**src/rtl/spi_word_assembler.sv**
```systemverilog
// spi_word_assembler
// Packs MSB-first SPI bytes into WORD_BYTES-wide scene words for the raytracing
// controller. It keeps one pending word when the controller is not ready,
// drops and flags a word that would overwrite the pending one, and discards
// partial words on a chip-select rise or an inter-byte timeout. Every accepted
// word is answered with ACK_BYTE. Every dropped or discarded word is answered
// with NAK_BYTE.
module spi_word_assembler #(
  parameter int                        WORD_BYTES     = 8,
  parameter int                        TIMEOUT_CYCLES = 100000,
  parameter logic [7:0]                ACK_BYTE       = 8'hA5,
  parameter logic [7:0]                NAK_BYTE       = 8'h5A,
  parameter logic [WORD_BYTES*8-1:0]   RESET_WORD     = '0
) (
  input  logic                         CLK100MHZ,
  input  logic                         ck_rst_,
  input  logic                         byte_dv,
  input  logic [7:0]                   byte_in,
  input  logic                         spi_cs_n,
  input  logic                         recv_interrupt,
  input  logic                         clr_flags,
  output logic                         recv_dv,
  output logic [WORD_BYTES*8-1:0]      recv_64bit,
  output logic                         tran_dv,
  output logic [7:0]                   tran_byte,
  output logic                         pending_valid,
  output logic                         overflow,
  output logic                         frame_err
);

  localparam int WORD_W = WORD_BYTES * 8;
  localparam int CNT_W  = (WORD_BYTES > 1) ? $clog2(WORD_BYTES) : 1;
  localparam int IDLE_W = $clog2(TIMEOUT_CYCLES + 1);

  localparam logic [CNT_W-1:0]  CNT_LAST  = CNT_W'(WORD_BYTES - 1);
  localparam logic [IDLE_W-1:0] IDLE_LAST = IDLE_W'(TIMEOUT_CYCLES - 1);

  // Control state
  logic [CNT_W-1:0]  byte_cnt;
  logic [IDLE_W-1:0] idle_cnt;
  logic              armed;
  logic              int_q;
  logic              cs_q;

  // Data state (no reset: contents are qualified by byte_cnt / pending_valid)
  logic [WORD_W-9:0] shift_q;
  logic [WORD_W-1:0] pend_word;

  // Per-cycle decisions
  logic              take;
  logic              complete;
  logic              cs_rise;
  logic              int_edge;
  logic              timeout;
  logic              abort;
  logic              deliver_pend;
  logic              deliver_new;
  logic              deliver;
  logic              pend_load;
  logic              drop;
  logic [WORD_W-1:0] new_word;

  // Decode this cycle's events: byte capture, word completion, abort and delivery routing.
  always_comb begin
    take         = byte_dv & ~spi_cs_n;
    complete     = take && (byte_cnt == CNT_LAST);
    cs_rise      = spi_cs_n & ~cs_q;
    int_edge     = recv_interrupt & ~int_q;
    new_word     = {shift_q, byte_in};

    // Timeout fires on the TIMEOUT_CYCLES-th consecutive idle clock of a partial word.
    timeout      = (byte_cnt != '0) && !take && (idle_cnt == IDLE_LAST);
    // A completion already returns byte_cnt to zero, so it takes priority over abort.
    abort        = (byte_cnt != '0) && !complete && (cs_rise || timeout);

    // The pending word always goes first so words reach the controller in order.
    deliver_pend = armed && pending_valid;
    deliver_new  = complete && armed && !pending_valid;
    deliver      = deliver_pend || deliver_new;

    // The pending buffer refills either behind a pending delivery or when the controller is not ready.
    pend_load    = complete && (deliver_pend || (!armed && !pending_valid));
    drop         = complete && pending_valid && !armed;
  end

  // Track input history for edge detection on chip select and the consume level.
  always_ff @(posedge CLK100MHZ or negedge ck_rst_) begin
    if (!ck_rst_) begin
      int_q <= 1'b0;
      cs_q  <= 1'b1;
    end else begin
      int_q <= recv_interrupt;
      cs_q  <= spi_cs_n;
    end
  end

  // Byte position inside the word currently being assembled.
  always_ff @(posedge CLK100MHZ or negedge ck_rst_) begin
    if (!ck_rst_) begin
      byte_cnt <= '0;
    end else if (take) begin
      byte_cnt <= complete ? '0 : byte_cnt + 1'b1;
    end else if (abort) begin
      byte_cnt <= '0;
    end
  end

  // Idle clocks since the last byte taken, counted only while a word is partial.
  always_ff @(posedge CLK100MHZ or negedge ck_rst_) begin
    if (!ck_rst_) begin
      idle_cnt <= '0;
    end else if (take || abort || (byte_cnt == '0)) begin
      idle_cnt <= '0;
    end else begin
      idle_cnt <= idle_cnt + 1'b1;
    end
  end

  // Shift incoming bytes in MSB-first; the final byte is merged combinationally.
  always_ff @(posedge CLK100MHZ) begin
    if (take) begin
      shift_q <= new_word[WORD_W-9:0];
    end
  end

  // Hold the one word waiting for the controller.
  always_ff @(posedge CLK100MHZ) begin
    if (pend_load) begin
      pend_word <= new_word;
    end
  end

  // Controller readiness: a consume edge arms, a delivery disarms, the edge wins a tie.
  always_ff @(posedge CLK100MHZ or negedge ck_rst_) begin
    if (!ck_rst_) begin
      armed <= 1'b1;
    end else if (int_edge) begin
      armed <= 1'b1;
    end else if (deliver) begin
      armed <= 1'b0;
    end
  end

  // Pending buffer occupancy.
  always_ff @(posedge CLK100MHZ or negedge ck_rst_) begin
    if (!ck_rst_) begin
      pending_valid <= 1'b0;
    end else if (pend_load) begin
      pending_valid <= 1'b1;
    end else if (deliver_pend) begin
      pending_valid <= 1'b0;
    end
  end

  // Word delivery strobe and the held output word.
  always_ff @(posedge CLK100MHZ or negedge ck_rst_) begin
    if (!ck_rst_) begin
      recv_dv    <= 1'b0;
      recv_64bit <= RESET_WORD;
    end else begin
      recv_dv <= deliver;
      if (deliver_pend) begin
        recv_64bit <= pend_word;
      end else if (deliver_new) begin
        recv_64bit <= new_word;
      end
    end
  end

  // Status byte back to the MCU: ACK for accepted words, NAK for drops and aborts.
  always_ff @(posedge CLK100MHZ or negedge ck_rst_) begin
    if (!ck_rst_) begin
      tran_dv   <= 1'b0;
      tran_byte <= 8'h00;
    end else if (complete) begin
      tran_dv   <= 1'b1;
      tran_byte <= drop ? NAK_BYTE : ACK_BYTE;
    end else if (abort) begin
      tran_dv   <= 1'b1;
      tran_byte <= NAK_BYTE;
    end else begin
      tran_dv   <= 1'b0;
    end
  end

  // Sticky error flags; a new event outranks a simultaneous clear.
  always_ff @(posedge CLK100MHZ or negedge ck_rst_) begin
    if (!ck_rst_) begin
      overflow  <= 1'b0;
      frame_err <= 1'b0;
    end else begin
      if (drop) begin
        overflow <= 1'b1;
      end else if (clr_flags) begin
        overflow <= 1'b0;
      end
      if (abort) begin
        frame_err <= 1'b1;
      end else if (clr_flags) begin
        frame_err <= 1'b0;
      end
    end
  end

endmodule
```
**config.mk**
```make
export PLATFORM = sky130hd
export DESIGN_NAME = spi_word_assembler
export DESIGN_NICKNAME = d
export VERILOG_FILES = /design/src/rtl/spi_word_assembler.sv
export SDC_FILE = /design/constraint.sdc
export NUM_CORES = 1
export LEC_CHECK = 0
export BUFFER_PORTS_ARGS = -buffer_cell sky130_fd_sc_hd__buf_2
export CORE_MARGIN = 1
export CORE_UTILIZATION = 30
export CTS_CLUSTER_DIAMETER = 150
export DETAILED_ROUTE_END_ITERATION = 8
export GPL_ROUTABILITY_DRIVEN = 0
export PLACE_DENSITY = 0.5
export SLEW_MARGIN = 15
export SYNTH_ARGS = -nofsm -noshare
export SYNTH_HDL_FRONTEND = slang
export SYNTH_SLANG_ARGS = --single-unit
export TNS_END_PERCENT = 1
```
**constraint.sdc**
```tcl
create_clock -name CLK100MHZ -period 8.5 [get_ports CLK100MHZ]
set_input_delay 1.7 -clock CLK100MHZ [delete_from_list [all_inputs] [get_ports CLK100MHZ]]
set_output_delay 1.7 -clock CLK100MHZ [all_outputs]
set_load 0.01 [all_outputs]
```
# After elaboration in Yosys (flattened, before gate mapping)
# Cells that the tools add are included.
[word_totals]
output_inout_bits = 77
input_bits = 14
register_bits = 220
wordCells = 72
[classes]
muxes = 18
n_bitwise = 6
n_eq_ne = 2
n_addsub = 2
reduce_logical = 30
[op_table]
columns = ["operator", "n"]
rows = [
  ["64-bit two-way mux", 2],
  ["8-bit two-way mux", 3],
  ["17-bit by 1-bit adder with 17-bit output (second input constant)", 1],
  ["17-bit == test (second input constant)", 1],
  ["17-bit two-way mux", 1],
  ["2-bit nonzero test", 7],
  ["1-bit logical AND", 12],
  ["1-bit two-way mux", 9],
  ["3-bit two-way mux", 3],
  ["1-bit logical OR", 5],
  ["1-bit zero test", 4],
  ["3-bit by 1-bit adder with 3-bit output (second input constant)", 1],
  ["1-bit AND", 3],
  ["3-bit == test (second input constant)", 1],
  ["3-bit zero test", 1],
  ["1-bit inverter", 3],
  ["3-bit nonzero test", 1],
]

# Logic depth before layout (Yosys ltp)
[logic_depth]
depth_word = 10
mapped_depth = 9
depth_no_buf = 6

# Least setup slack after synthesis
# Ideal clock, no wire load.
[synth_path]
kind = "input port to flip-flop"
startpoint = "input spi_cs_n"
endpoint = "register pend_word[0], enable pin"
path_stages = 2
arrival_time_ns = 4.611
n_path_buf = 0
setup_slack_ns = 3.402
path_cell_list = "nand3b_1 > nor2_1"
[synth_between]
elab_chain_len = 4
[synth_lines]
columns = ["element", "line_no", "text"]
rows = [
  ["start, declared", "19", "input logic spi_cs_n,"],
  ["1-bit inverter", "65", "take = byte_dv & ~spi_cs_n;"],
  ["1-bit AND", "65", ""],
  ["1-bit logical AND", "66", "complete = take && (byte_cnt == CNT_LAST);"],
  ["1-bit logical AND", "82", "pend_load = complete && (deliver_pend || (!armed && !pending_valid));"],
  ["via pend_load", "59", "logic pend_load;"],
  ["end signal, assigned", "129", "pend_word <= new_word;"],
  ["end, declared", "47", "logic [WORD_W-1:0] pend_word;"],
]
# The timed path passes the listed nets, and every way through them passes these cells.
# A chain may end at the register's enable or synchronous reset.

# Final worst setup path
[layout_path]
startpoint = "input spi_cs_n"
endpoint = "register pend_word[42], enable pin"
# The elaborated chain is that of the path after synthesis.

==> results.json <==
{
  "status": "finished clean",
  "p_leak_nw": 3.72,
  "p_total_mw": 2.90,
  "synth_edf_count": 120,
  "post_cts_resized": 0,
  "seq_area_um2": 5960,
  "clk_latency_ns": 0.50,
  "worst_setup_path_start_kind": "input pin",
  "final_nets": 653,
  "irDropWorstVdd_uv": 148,
  "path_clk_slew_ns": 0.06,
  "finalInstanceArea_um2": 9530,
  "synth_area_um2": 7990,
  "finalHoldViolCount": 0,
  "max_slew_margin_pct": 30.6,
  "ys_ff_latch": 214,
  "comb_power_share_pct": 18.7,
  "vias_per_cell": 4.54,
  "fin_skew_ns": 0.00941,
  "io_pins": 91,
  "grt_max_degree": 130,
  "async_flop_share_pct": 43.9,
  "busiest_layer": "met2",
  "cts_setup_buffers": 0,
  "cts_hold_buf": 0,
  "drt_pass1_iterations": 4,
  "arrival_ns": 3.01,
  "crit_buf_inv": 2,
  "slowest_delay_ns": 0.71,
  "min_path_type": "register to register",
  "cp-end-kind": "register",
  "setup_viol": 0,
  "timing.fmax_mhz": 346,
  "clock-sinks": 214,
  "rows": 59,
  "period_minus_slack_ns": 2.89,
  "grt_first_pass_wirelength_um": 25600,
  "tns_ns": 0,
  "drtIter0Drc": 279,
  "track_usage_pct": 12.0,
  "drv_cap": 0,
  "hpwl_um": 9320,
  "core_area_um2": 26100,
  "finalWorstSetupSlack_ns": 5.61,
  "path_max_fanout": 64,
  "rsz0062_at_grt": "no",
  "slew_viol_final": 0,
  "p_int_mw": 2.07,
  "fill_cells": 2499,
  "drive_above_1_share_pct": 21.2,
  "seq_power_share_pct": 47.5,
  "syn-num-nets": 563,
  "syn2layout_area_growth_pct": 19.3,
  "grt_remaining_overflow": 0,
  "ys_types": 36,
  "preCtsSetupSlack_ns": 4.94,
  "finish.utilization_pct": 36.6,
  "cts_buffers": 24,
  "start_util_pct": 30.6,
  "cp_top_family": "buffers and inverters",
  "synth_cells": 544,
  "vias": 4480,
  "switching_share_pct": 28.4,
  "io_buffers": 90,
  "cts_tree": "built",
  "multi_input_area_um2": 1860,
  "ant_nets": 0,
  "htreeDepth": 1,
  "clockBufferDepth": 3,
  "ctsRootBufferMaster": "clkbuf_16",
  "routed_wl_um": 15600,
  "required_ns": 8.62,
  "yosys_warnings": 0,
  "grt_util_met1_pct": 15.2,
  "die_area_um2": 27300,
  "antenna_found_initial": 0,
  "clkPwrFrac_pct": 33.7,
  "remaining_drc_errors": 0,
  "met2_usage_pct": 19.7,
  "netSwitchingPower_uw": 823,
  "avgRoutedWirePerCell_um": 15.8,
  "die_h_um": 165,
  "grt_util_met3_pct": 3.30,
  "placed_area_um2": 8770,
  "synthFlopType": "edfxtp_1",
  "yosysSeqAreaShare_pct": 74.6,
  "power.density_nw_per_um2": 304,
  "tightest_slew_ns": 1.04,
  "slowest_stage": "buf_4",
  "path_class": "input pin to register",
  "die-width_um": 165,
  "num_antenna_cells": 0,
  "path_cells": "buf_2, nand3b_1, nor2_4, buf_4",
  "synth.avg_cell_area_um2": 14.7,
  "min_period_over_period_pct": 34.0,
  "grt_pass1_vias": 4746
}
[path summary, 6_finish.rpt]
kind	from	end	slack, ns	cells after the start
setup / recovery	spi_cs_n	pend_word[42]	5.61	4
hold / removal	shift_q[53]	pend_word[61]	0.45	0
setup reg to reg	armed	recv_64bit[42]	6.17	4
hold reg to reg	shift_q[53]	pend_word[61]	0.45	0
max in group asynchronous	ck_rst_	recv_64bit[58]	6.13	2
min in group asynchronous	ck_rst_	recv_64bit[0]	1.06	1
[per-stage QoR]
| step | std cells | hold slack, ns |
|---|---|---|
| 2_1_floorplan | 544 | 0.426 |
| 3_3_place_gp | 943 | 0.437 |
| 3_5_place_dp | 943 | 0.445 |
| 4_1_cts | 987 | 0.455 |
| 5_1_grt | 987 | 0.464 |
| 6_report | 987 | 0.450 |
[flip-flops by register name (all words and copies together) (netlist names), 2 cells and up]
signal      cells
idle_cnt       17
tran_byte       2
recv_64bit     64
shift_q        56
byte_cnt        3
pend_word      64
[logic make-up after synthesis]
kind of cell | after synthesis | synth area share, %
DFF | 214 | 74.6
muxes | 65 | 8.16
AOI/OAI and AO/OA | 77 | 5.12
and+or+nand+nor | 126 | 7.18
adders and majority gates | 5 | 0.783
xor gates and xnor gates | 15 | 1.65
buffers and inverters | 42 | 2.49
[placed cells by master, fill, tap and decap left out, types with 7 or more instances in the layout]
cell type  instances
dfrtp_1           92
nor2_1            21
clkbuf_16         25
nand4_1            7
xnor2_1           10
o21ai_0           67
clkbuf_1           8
mux2i_1           64
inv_1             10
edfxtp_1         120
nand2_1           72
buf_2             89
[final cells by class]
cell class / instances / area share [%]
tap: 335 / 4.40
clock inverter: 10 / 0.880
timing repair buffer: 95 / 5.19
inverter: 11 / 0.433
multi-input combinational: 288 / 19.5
clock buffer: 34 / 7.03
sequential: 214 / 62.6
[per-layer routing]
metal,up-vias,routed length (um)
met5,-,0
met2,112,7360
met1,2210,6820
met4,0,385
li1,2130,-
met3,28,985
[worst register-to-register path, stage by stage (launching register included)]
cell and delay, ns:
dfstp_2 0.59, ha_4 0.34, buf_4 0.73, mux2i_1 0.43
o21ai_0 0.10
[power groups by stage]
| stage | Combinational, mW | Sequential (mW) | Clock (mW) |
|---|---|---|---|
| 5_1_grt | 0.622 | 1.40 | 1.05 |
| 4_1_cts | 0.559 | 1.38 | 1.01 |
| 3_3_place_gp | 0.542 | 1.40 | 0 |
| 2_1_floorplan | 0.247 | 1.45 | 0 |
| 3_5_place_dp | 0.559 | 1.40 | 0 |
| 6_report | 0.542 | 1.38 | 0.977 |
[cells in the mapped netlist (3+ instances only)]
master    instances  area [um^2]
buf_2             3         15.0
dfrtp_1          92         2300
buf_1             5         18.8
nand2b_1          3         18.8
xnor2_1          10         87.6
o22ai_1           3         18.8
edfxtp_1        120         3600
clkbuf_1         15         56.3
nand2_1          72          270
o21ai_0          68          340
nand4_1           7         43.8
nor2_1           22         82.6
nand3_1           5         25.0
mux2i_1          64          641
inv_1            11         41.3
nor4_1            5         31.3
buf_4             6         45.0
xor2_1            5         43.8
ha_1              5         62.6
nor3_1            3         15.0
No activity file was read; power rests on OpenSTA's default activity.
